$ cat src/rtl/seg_scan_decoder_if.sv
// Frame output bus of seg_scan_decoder: recovered BCD digits, blank mask and a valid/ready handshake.
interface seg_scan_decoder_if #(
    parameter int NUM_DIGITS = 4
);
    logic [4*NUM_DIGITS-1:0] bcd_out;
    logic [NUM_DIGITS-1:0]   blank_mask;
    logic                    out_valid;
    logic                    out_ready;

    modport master (output bcd_out, output blank_mask, output out_valid, input out_ready);
    modport slave  (input bcd_out, input blank_mask, input out_valid, output out_ready);
endinterface

$ cat src/rtl/seg_scan_decoder.sv
// Sniffs a multiplexed active-low seven-segment bus, debounces each digit slot and
// publishes whole frames of recovered BCD digits over a valid/ready interface.
module seg_scan_decoder #(
    parameter int NUM_DIGITS    = 4,
    parameter int STABLE_CYCLES = 8
) (
    input  logic                  clk,
    input  logic                  rst_n,
    input  logic [6:0]            segments,
    input  logic [NUM_DIGITS-1:0] digit_sel,
    input  logic                  clear_flags,
    output logic                  illegal_flag,
    output logic                  overflow_flag,
    seg_scan_decoder_if.master    frame
);
    localparam int CW = $clog2(STABLE_CYCLES + 1);

    typedef enum logic [1:0] {S_WAIT, S_COUNT, S_HOLD} state_t;

    typedef struct packed {
        logic [3:0] nibble;
        logic       blank;
        logic       illegal;
    } digit_t;

    function automatic digit_t decode(input logic [6:0] pat);
        digit_t d;
        d = '{nibble: 4'hE, blank: 1'b0, illegal: 1'b0};
        case (pat)
            7'b1000000: d.nibble = 4'd0;
            7'b1111001: d.nibble = 4'd1;
            7'b0100100: d.nibble = 4'd2;
            7'b0110000: d.nibble = 4'd3;
            7'b0011001: d.nibble = 4'd4;
            7'b0010010: d.nibble = 4'd5;
            7'b0000010: d.nibble = 4'd6;
            7'b1111000: d.nibble = 4'd7;
            7'b0000000: d.nibble = 4'd8;
            7'b0010000: d.nibble = 4'd9;
            7'b1111111: begin d.nibble = 4'hF; d.blank = 1'b1; end
            default:    d.illegal = 1'b1;
        endcase
        return d;
    endfunction

    logic [6:0]            seg_meta, seg_sync, ld_seg;
    logic [NUM_DIGITS-1:0] sel_meta, sel_sync, ld_sel;
    state_t                state, state_n;
    logic [CW-1:0]         cnt, cnt_n;
    logic                  load, capture;

    always_ff @(posedge clk or negedge rst_n) begin
        if (!rst_n) begin
            seg_meta <= '0;
            seg_sync <= '0;
            sel_meta <= '0;
            sel_sync <= '0;
        end else begin
            // NOTE: non-blocking assignments make each flop sample the previous stage's old value.
            seg_meta <= segments;
            seg_sync <= seg_meta;
            sel_meta <= digit_sel;
            sel_sync <= sel_meta;
        end
    end

    logic sel_valid, same;
    assign sel_valid = $onehot(~sel_sync);
    assign same      = (seg_sync == ld_seg) && (sel_sync == ld_sel);

    always_comb begin
        // NOTE: every output of this block gets a default first so no path infers a latch.
        state_n = state;
        cnt_n   = cnt;
        load    = 1'b0;
        capture = 1'b0;
        case (state)
            S_WAIT: if (sel_valid) begin
                load    = 1'b1;
                cnt_n   = CW'(1);
                state_n = S_COUNT;
            end
            S_COUNT: if (same) begin
                if (cnt == CW'(STABLE_CYCLES - 1)) begin
                    capture = 1'b1;
                    cnt_n   = CW'(STABLE_CYCLES);
                    state_n = S_HOLD;
                end else begin
                    cnt_n = cnt + 1'b1;
                end
            end else if (sel_valid) begin
                load  = 1'b1;
                cnt_n = CW'(1);
            end else begin
                state_n = S_WAIT;
            end
            S_HOLD: if (!same) begin
                if (sel_valid) begin
                    load    = 1'b1;
                    cnt_n   = CW'(1);
                    state_n = S_COUNT;
                end else begin
                    state_n = S_WAIT;
                end
            end
            default: state_n = S_WAIT;
        endcase
    end

    always_ff @(posedge clk or negedge rst_n) begin
        if (!rst_n) begin
            state  <= S_WAIT;
            cnt    <= '0;
            ld_seg <= '0;
            ld_sel <= '0;
        end else begin
            state <= state_n;
            cnt   <= cnt_n;
            if (load) begin
                ld_seg <= seg_sync;
                ld_sel <= sel_sync;
            end
        end
    end

    // Staging collects captured digits; the mask tracks which slots belong to the current frame.
    digit_t                  cap;
    logic [NUM_DIGITS-1:0]   cap_bit, mask, stage_blank;
    logic [4*NUM_DIGITS-1:0] stage_bcd;
    logic                    frame_done;

    assign cap        = decode(ld_seg);
    assign cap_bit    = ~ld_sel;
    assign frame_done = &mask;

    always_ff @(posedge clk or negedge rst_n) begin
        if (!rst_n) begin
            mask        <= '0;
            stage_bcd   <= '0;
            stage_blank <= '0;
        end else begin
            if (frame_done)
                mask <= '0;
            else if (capture)
                mask <= (|(mask & cap_bit)) ? cap_bit : (mask | cap_bit);
            if (capture) begin
                for (int k = 0; k < NUM_DIGITS; k++) begin
                    if (cap_bit[k]) begin
                        stage_bcd[4*k +: 4] <= cap.nibble;
                        stage_blank[k]      <= cap.blank;
                    end
                end
            end
        end
    end

    logic overflow_set;
    assign overflow_set = frame_done && frame.out_valid && !frame.out_ready;

    always_ff @(posedge clk or negedge rst_n) begin
        if (!rst_n) begin
            frame.bcd_out    <= '0;
            frame.blank_mask <= '0;
            frame.out_valid  <= 1'b0;
            illegal_flag     <= 1'b0;
            overflow_flag    <= 1'b0;
        end else begin
            // A same-cycle accept frees the slot, so the completing frame loads behind it.
            if (frame_done && !overflow_set) begin
                frame.bcd_out    <= stage_bcd;
                frame.blank_mask <= stage_blank;
                frame.out_valid  <= 1'b1;
            end else if (frame.out_valid && frame.out_ready) begin
                frame.out_valid  <= 1'b0;
            end
            illegal_flag  <= (illegal_flag & ~clear_flags) | (capture & cap.illegal);
            overflow_flag <= (overflow_flag & ~clear_flags) | overflow_set;
        end
    end
endmodule

$ cat src/flat_wrapper.sv
// flat-port wrapper written by rule: the top's interface ports become plain ports
module seg_scan_decoder_flat 
#(
    parameter int NUM_DIGITS    = 4,
    parameter int STABLE_CYCLES = 8
)
  (clk, rst_n, segments, digit_sel, clear_flags, illegal_flag, overflow_flag, frame_bcd_out, frame_blank_mask, frame_out_valid, frame_out_ready);
  seg_scan_decoder_if #(.NUM_DIGITS(NUM_DIGITS)) frame_i ();
  input  logic clk;
  input  logic rst_n;
  input  logic [6:0] segments;
  input  logic [NUM_DIGITS-1:0] digit_sel;
  input  logic clear_flags;
  output logic illegal_flag;
  output logic overflow_flag;
  output wire logic [$bits(frame_i.bcd_out)-1:0] frame_bcd_out;
  output wire logic [$bits(frame_i.blank_mask)-1:0] frame_blank_mask;
  output wire logic [$bits(frame_i.out_valid)-1:0] frame_out_valid;
  input wire logic [$bits(frame_i.out_ready)-1:0] frame_out_ready;
  assign frame_bcd_out = frame_i.bcd_out;
  assign frame_blank_mask = frame_i.blank_mask;
  assign frame_out_valid = frame_i.out_valid;
  assign frame_i.out_ready = frame_out_ready;
  seg_scan_decoder #(.NUM_DIGITS(NUM_DIGITS), .STABLE_CYCLES(STABLE_CYCLES)) u_core (.clk(clk), .rst_n(rst_n), .segments(segments), .digit_sel(digit_sel), .clear_flags(clear_flags), .illegal_flag(illegal_flag), .overflow_flag(overflow_flag), .frame(frame_i));
endmodule
$ cat config.mk
export PLATFORM = sky130hd
export DESIGN_NAME = seg_scan_decoder_flat
export DESIGN_NICKNAME = d
export VERILOG_FILES = /design/src/rtl/seg_scan_decoder_if.sv /design/src/rtl/seg_scan_decoder.sv /design/src/flat_wrapper.sv
export SDC_FILE = /design/constraint.sdc
export NUM_CORES = 1
export LEC_CHECK = 0
export CAP_MARGIN = 30
export CORE_UTILIZATION = 30
export CTS_CLUSTER_SIZE = 10
export DETAILED_ROUTE_END_ITERATION = 8
export HOLD_SLACK_MARGIN = 0.06
export PLACE_DENSITY = 0.57
export RECOVER_POWER = 100
export SLEW_MARGIN = 20
export SYNTH_ARGS = -nofsm -noshare
export SYNTH_HDL_FRONTEND = slang
export SYNTH_SLANG_ARGS = --single-unit
$ cat constraint.sdc
create_clock -name clk -period 2.7 [get_ports clk]
set_clock_uncertainty 0.1 [all_clocks]
set_input_delay 0.27 -clock clk [delete_from_list [all_inputs] [get_ports clk]]
set_output_delay 0.27 -clock clk [all_outputs]
set_load 0.05 [all_outputs]
; ---- Word-level counts from Yosys, hierarchy flattened
; Cells that the tools add are included.
[word_totals]
output_inout_bits = 23
reg_bits = 86
in_bits = 15
elab_cells = 104
[op_classes]
muxes = 26
n_reduce_logical = 22
bitwise = 10
n_addsub = 4
eq_ne = 20
[op_table]
columns = operator, count
row1 = $pmux W4 S11, 1
row2 = $eq A7 B7 Y1 const B, 4
row3 = $mux W4, 7
row4 = $eq A7 B5 Y1 const B, 3
row5 = $eq A7 B6 Y1 const B, 2
row6 = $pmux W4 S3, 1
row7 = $reduce_or A11 Y1, 1
row8 = $mux W1, 10
row9 = $mux W2, 5
row10 = $reduce_and A2 Y1, 5
row11 = $not A4 Y4, 2
row12 = $reduce_and A4 Y1, 2
row13 = $eq A7 B2 Y1 const B, 1
row14 = $eq A7 B7 Y1, 1
row15 = $logic_not A7 Y1, 1
row16 = $ne A3 B3 Y1 const B, 2
row17 = $pmux W2 S3, 1
row18 = $logic_and A1 B1 Y1, 5
row19 = $add A1 B1 Y2, 2
row20 = $add A4 B1 Y4 const B, 1
row21 = $and A4 B4 Y4, 1
row22 = $eq A4 B3 Y1 const B, 1
row23 = $eq A4 B4 Y1, 1
row24 = $or A4 B4 Y4, 1
row25 = 16 further kinds, 21

; ---- Depth between registers and ports, before layout
[depth]
ltp_word = 7
mapped_depth = 9

; ---- Worst setup path after synthesis
; OpenSTA, ideal clock, no wires.
[synth_timing]
path_type = register -> register
startpoint = register u_core.sel_sync[0]
endpoint = register u_core.ld_seg[0]
n_path_buf = 1
path_slack_ns = 0.030
stages_incl_launch_ff = 10
required_ns = 2.475
t_arrival_ns = 2.445
cell_sequence = dfrtp_1 inv_1 ha_1 ha_1 fa_1 or3b_2 nor2_1 o21ai_1 buf_4 mux2_2
[synth_via]
elab_chain_len = 7
[synth_rtl]
columns = item, line_no
row1 = "start, declared", seg_scan_decoder.sv:47  ; logic [NUM_DIGITS-1:0] sel_meta, sel_sync, ld_sel;
row2 = "start signal, assigned", seg_scan_decoder.sv:63  ; sel_sync <= sel_meta;
row3 = $not A4 Y4, seg_scan_decoder.sv:68  ; assign sel_valid = $onehot(~sel_sync);
row4 = $add A1 B1 Y2 (not written as such), seg_scan_decoder.sv:68
row5 = $add A3 B3 Y3 (not written as such), seg_scan_decoder.sv:68
row6 = $eq A3 B1 Y1, seg_scan_decoder.sv:68
row7 = $mux W1, "seg_scan_decoder.sv:78, seg_scan_decoder.sv:91, seg_scan_decoder.sv:98"
row8 = $mux W1, seg_scan_decoder.sv:97  ; S_HOLD: if (!same) begin
row9 = $pmux W1 S2 (*), seg_scan_decoder.sv:77  ; case (state)
row10 = "end signal, assigned", seg_scan_decoder.sv:120  ; ld_seg <= seg_sync;
row11 = "end, declared", seg_scan_decoder.sv:46  ; logic [6:0] seg_meta, seg_sync, ld_seg;
; Every way passes the cells marked *; elsewhere a longest branch is shown, timed or not.
; A chain may end at the register's enable or synchronous reset.

; ---- Final worst setup path
[layout_timing]
startpoint = register u_core.sel_sync[1]
endpoint = register u_core.state[1]
[layout_via]
elab_chain_len = 6
[layout_rtl]
columns = item, line_no
row1 = $not A4 Y4, seg_scan_decoder.sv:68
row2 = $add A1 B1 Y2 (not written as such), seg_scan_decoder.sv:68
row3 = $add A3 B3 Y3 (not written as such), seg_scan_decoder.sv:68
row4 = $eq A3 B1 Y1, seg_scan_decoder.sv:68
row5 = $ne A3 B3 Y1 (no line) or $ne A2 B1 Y1 (tied branches), --
row6 = $reduce_and A4 Y1 (no line), --
row7 = "end signal, assigned", seg_scan_decoder.sv:117  ; state <= state_n;
row8 = "end, declared", seg_scan_decoder.sv:48  ; state_t state, state_n;
; Several ways; a longest one is shown, not always the timed one.

==> metrics.csv <==
metric,value,unit
hold_violations,0,
fin_crit_sh,96.95,%
max-cap-violations,0,
setup_ws,0.08224,ns
cts.sinks,86,
synth-xor-area-share,2.690,%
synthToLayoutAreaGrowth,23.66,%
cp_max_fo,3,
port-buffer-count,37,
avgSynthCellArea,11.91,sq um
synth.top_cell.area_share,55.75,%
dr.first_iter.drc_count,152,
syn_inst,324,
vdd_drop_max,289.8,uV
worstMarginPinSlew,1.112,ns
remaining_drc_errors,0,
leakagePower,2.202,nW
reg2reg_setup_slack,0.08,ns
cts.reportedPaths.clkPinSlew,0.06,ns
grt_max_degree,47,
start_util,30.71,%
detail-route-antenna-nets,0,
synth_top_area_cell,dfrtp_1,
place.gp.congestion,0.8116,
ys.flop_type,dfrtp_1,
p_int,2.462,mW
yosysWarningCount,0,
cts_tree,yes,
grt_pass1_vias,2507,
synth_area_leaders,"dfrtp_1, mux2_2, o21ai_0",
layout-drive-gt1-share,22.37,%
status,"finished, final reports clean",
crit_arrival,2.80,ns
startpoint_type,flop,
final_util,37.98,%
critPathBufInv,2,
wirelength,7.540,mm
antenna_cells,0,
synth_nets,348,
slew_viol_final,0,
p_switching,1.138,mW
synth_mux_area_share,11.90,%
synth-edff-count,0,
nets,400,
core_area,0.01257,sq mm
yosysSeqAreaShare,55.75,%
boundaryPins,38,
sequentialPowerShare,44.9,%
power.density,754.2,mW/mm^2
gr-total-overflow,0,
period_minus_slack,2.618,ns
drt-pass1-iter-count,6,
slew_headroom,25.87,%
setup.worst_path.end_class,flop,
wl_per_cell,13.66,um
setup_violations,0,
slowest_delay,0.46,ns
grt_first_pass_wirelength,12.41,mm
synth_adder_area_share,3.112,%
p_clk_share,32.0,%
ys_async_sr_fraction,100.0,%
row_count,41,
tns,0,ns
viasPerCell,4.754,
synth-simple-area-share,11.25,%
seq_area,0.002152,sq mm
crit_family,simple AND/OR/NAND/NOR gates,
die_h,115.4,um
crit_slowest_cell,fa_1,
final.fill_count,1218,
synth_cell_types,60,
combPwrFrac,23.0,%
synth_top_family_by_area,multiplexers,
holdWs,0.2456,ns
clockBufferDepth,2,
die_width,115.4,um
multiInputGateArea,0.001568,sq mm
dpl.hpwl,5.342,mm
ys_ff_latch,86,
grt_usage,12.30,%
dieArea,0.01332,sq mm
pre_cts_slack,-0.02005,ns
clk_latency,0.34,ns
hold_class,flop to flop,
critical_path_class,flop to flop,
ctsRootBufferMaster,clkbuf_16,
yosys-top-cells-count,"dfrtp_1, mux2_2, o21ai_0, inv_1, nand2_1",
syn_area,0.003860,sq mm
synth.most_common_cell,dfrtp_1,
antenna_found_initial,0,
crit_chain,inv_1 > ha_1 > ha_2 > fa_1 > or3b_4 > buf_4 > and2_1 > or3_1 > nand3_1,
route.vias.total,2624,
cts_inserted_buffers,9,
synth_compound_area_share,11.70,%
cts-htree-levels,3,
fmax,0.3820,GHz
swShare,31.62,%
cp.required,2.88,ns
## cells in the final DEF, fill, tap and decap left out, drive strengths merged, types with 3 or more instances in the layout
master	count
mux2	39
ha	8
nand2b	5
dlygate4sd3	35
o21ai	32
a31oi	3
dfrtp	86
inv	14
a21oi	6
or2	4
clkinv	3
nand4	5
nand2	15
nor3	8
and4	4
o31ai	4
o211ai	3
nand3	6
xnor2	11
and3	3
clkbuf	17
o22ai	5
nor2	10
buf	15
nor2b	4
## final timing paths
path                                    start                    endpoint  cells past startpoint
setup reg to reg           u_core.sel_sync[1]             u_core.state[1]                      9
setup / recovery           u_core.sel_sync[1]             u_core.state[1]                      9
hold / removal             u_core.seg_meta[5]          u_core.seg_sync[5]                      0
min in group asynchronous               rst_n  u_core.frame.blank_mask[0]                      2
hold reg to reg            u_core.seg_meta[5]          u_core.seg_sync[5]                      0
max in group asynchronous               rst_n          u_core.seg_meta[2]                      3
## layout make-up
type / count / share of cell area, %
flip-flops and latches: 86 / 45.09
clock buffers: 11 / 5.295
well taps: 172 / 4.509
clock inverters: 4 / 0.4718
multi-input cells: 207 / 32.84
inverters: 14 / 1.101
repair buffers: 58 / 10.69
## worst reg2reg max path: stages (launching register included)
cell	delay, ns
dfrtp_1	0.38
inv_1	0.08
ha_1	0.23
ha_2	0.19
fa_1	0.46
or3b_4	0.41
buf_4	0.15
and2_1	0.16
or3_1	0.31
nand3_1	0.09
## state kept, by name, summed over array words and instances, names as in the netlist
| signal | flops |
|---|---|
| u_core.frame.out_valid | 1 |
| u_core.ld_seg | 7 |
| u_core.mask | 4 |
| u_core.frame.blank_mask | 4 |
| u_core.stage_bcd | 16 |
| u_core.seg_meta | 7 |
| u_core.sel_sync | 4 |
| u_core.stage_blank | 4 |
| u_core.seg_sync | 7 |
| u_core.state | 2 |
| u_core.cnt | 4 |
| u_core.illegal_flag | 1 |
| u_core.ld_sel | 4 |
| u_core.sel_meta | 4 |
| u_core.overflow_flag | 1 |
| u_core.frame.bcd_out | 16 |
## cells by family (layout without fill, tap and decap cells)
logic type	Yosys count	in the layout
fa+ha+maj	9	9
xor+xnor	11	11
flops	86	86
mux	41	41
simple gates	75	75
compound gates	71	71
buf+inv	31	87
## metal layers
metal	global-route usage, %	wire length [um]	part of all wire, %
met3	3.400	291	3.9
met2	18.64	3472	46
met1	16.05	3601	48
met4	6.494	174	2.3
met5	0	0	0
## metrics by stage
stage,instances,power (mW),area [sq um]
finish,552,3.600,4773
global route,552,3.804,4773
CTS,548,3.636,4777
detailed placement,531,2.460,4482
global placement,531,2.438,4482
floorplan,324,2.223,3860
## what timing repair did
item | in CTS | in global routing
setup buffers | 1 | 4
resized for setup | 1 | 4
endpoints found under the hold margin | 45 | 0
endpoints found under the setup margin | 11 | 13
pin swaps | 1 | 2
hold buffers | 1 | 0
## power groups by stage
stage / logic (mW) / clock network (mW) / registers, mW
2_1_floorplan: 0.714 / 0 / 1.51
5_1_grt: 0.923 / 1.24 / 1.64
3_3_place_gp: 0.806 / 0 / 1.63
3_5_place_dp: 0.820 / 0 / 1.64
4_1_cts: 0.834 / 1.19 / 1.62
6_report: 0.829 / 1.15 / 1.62
No activity file was read; power rests on OpenSTA's default activity.
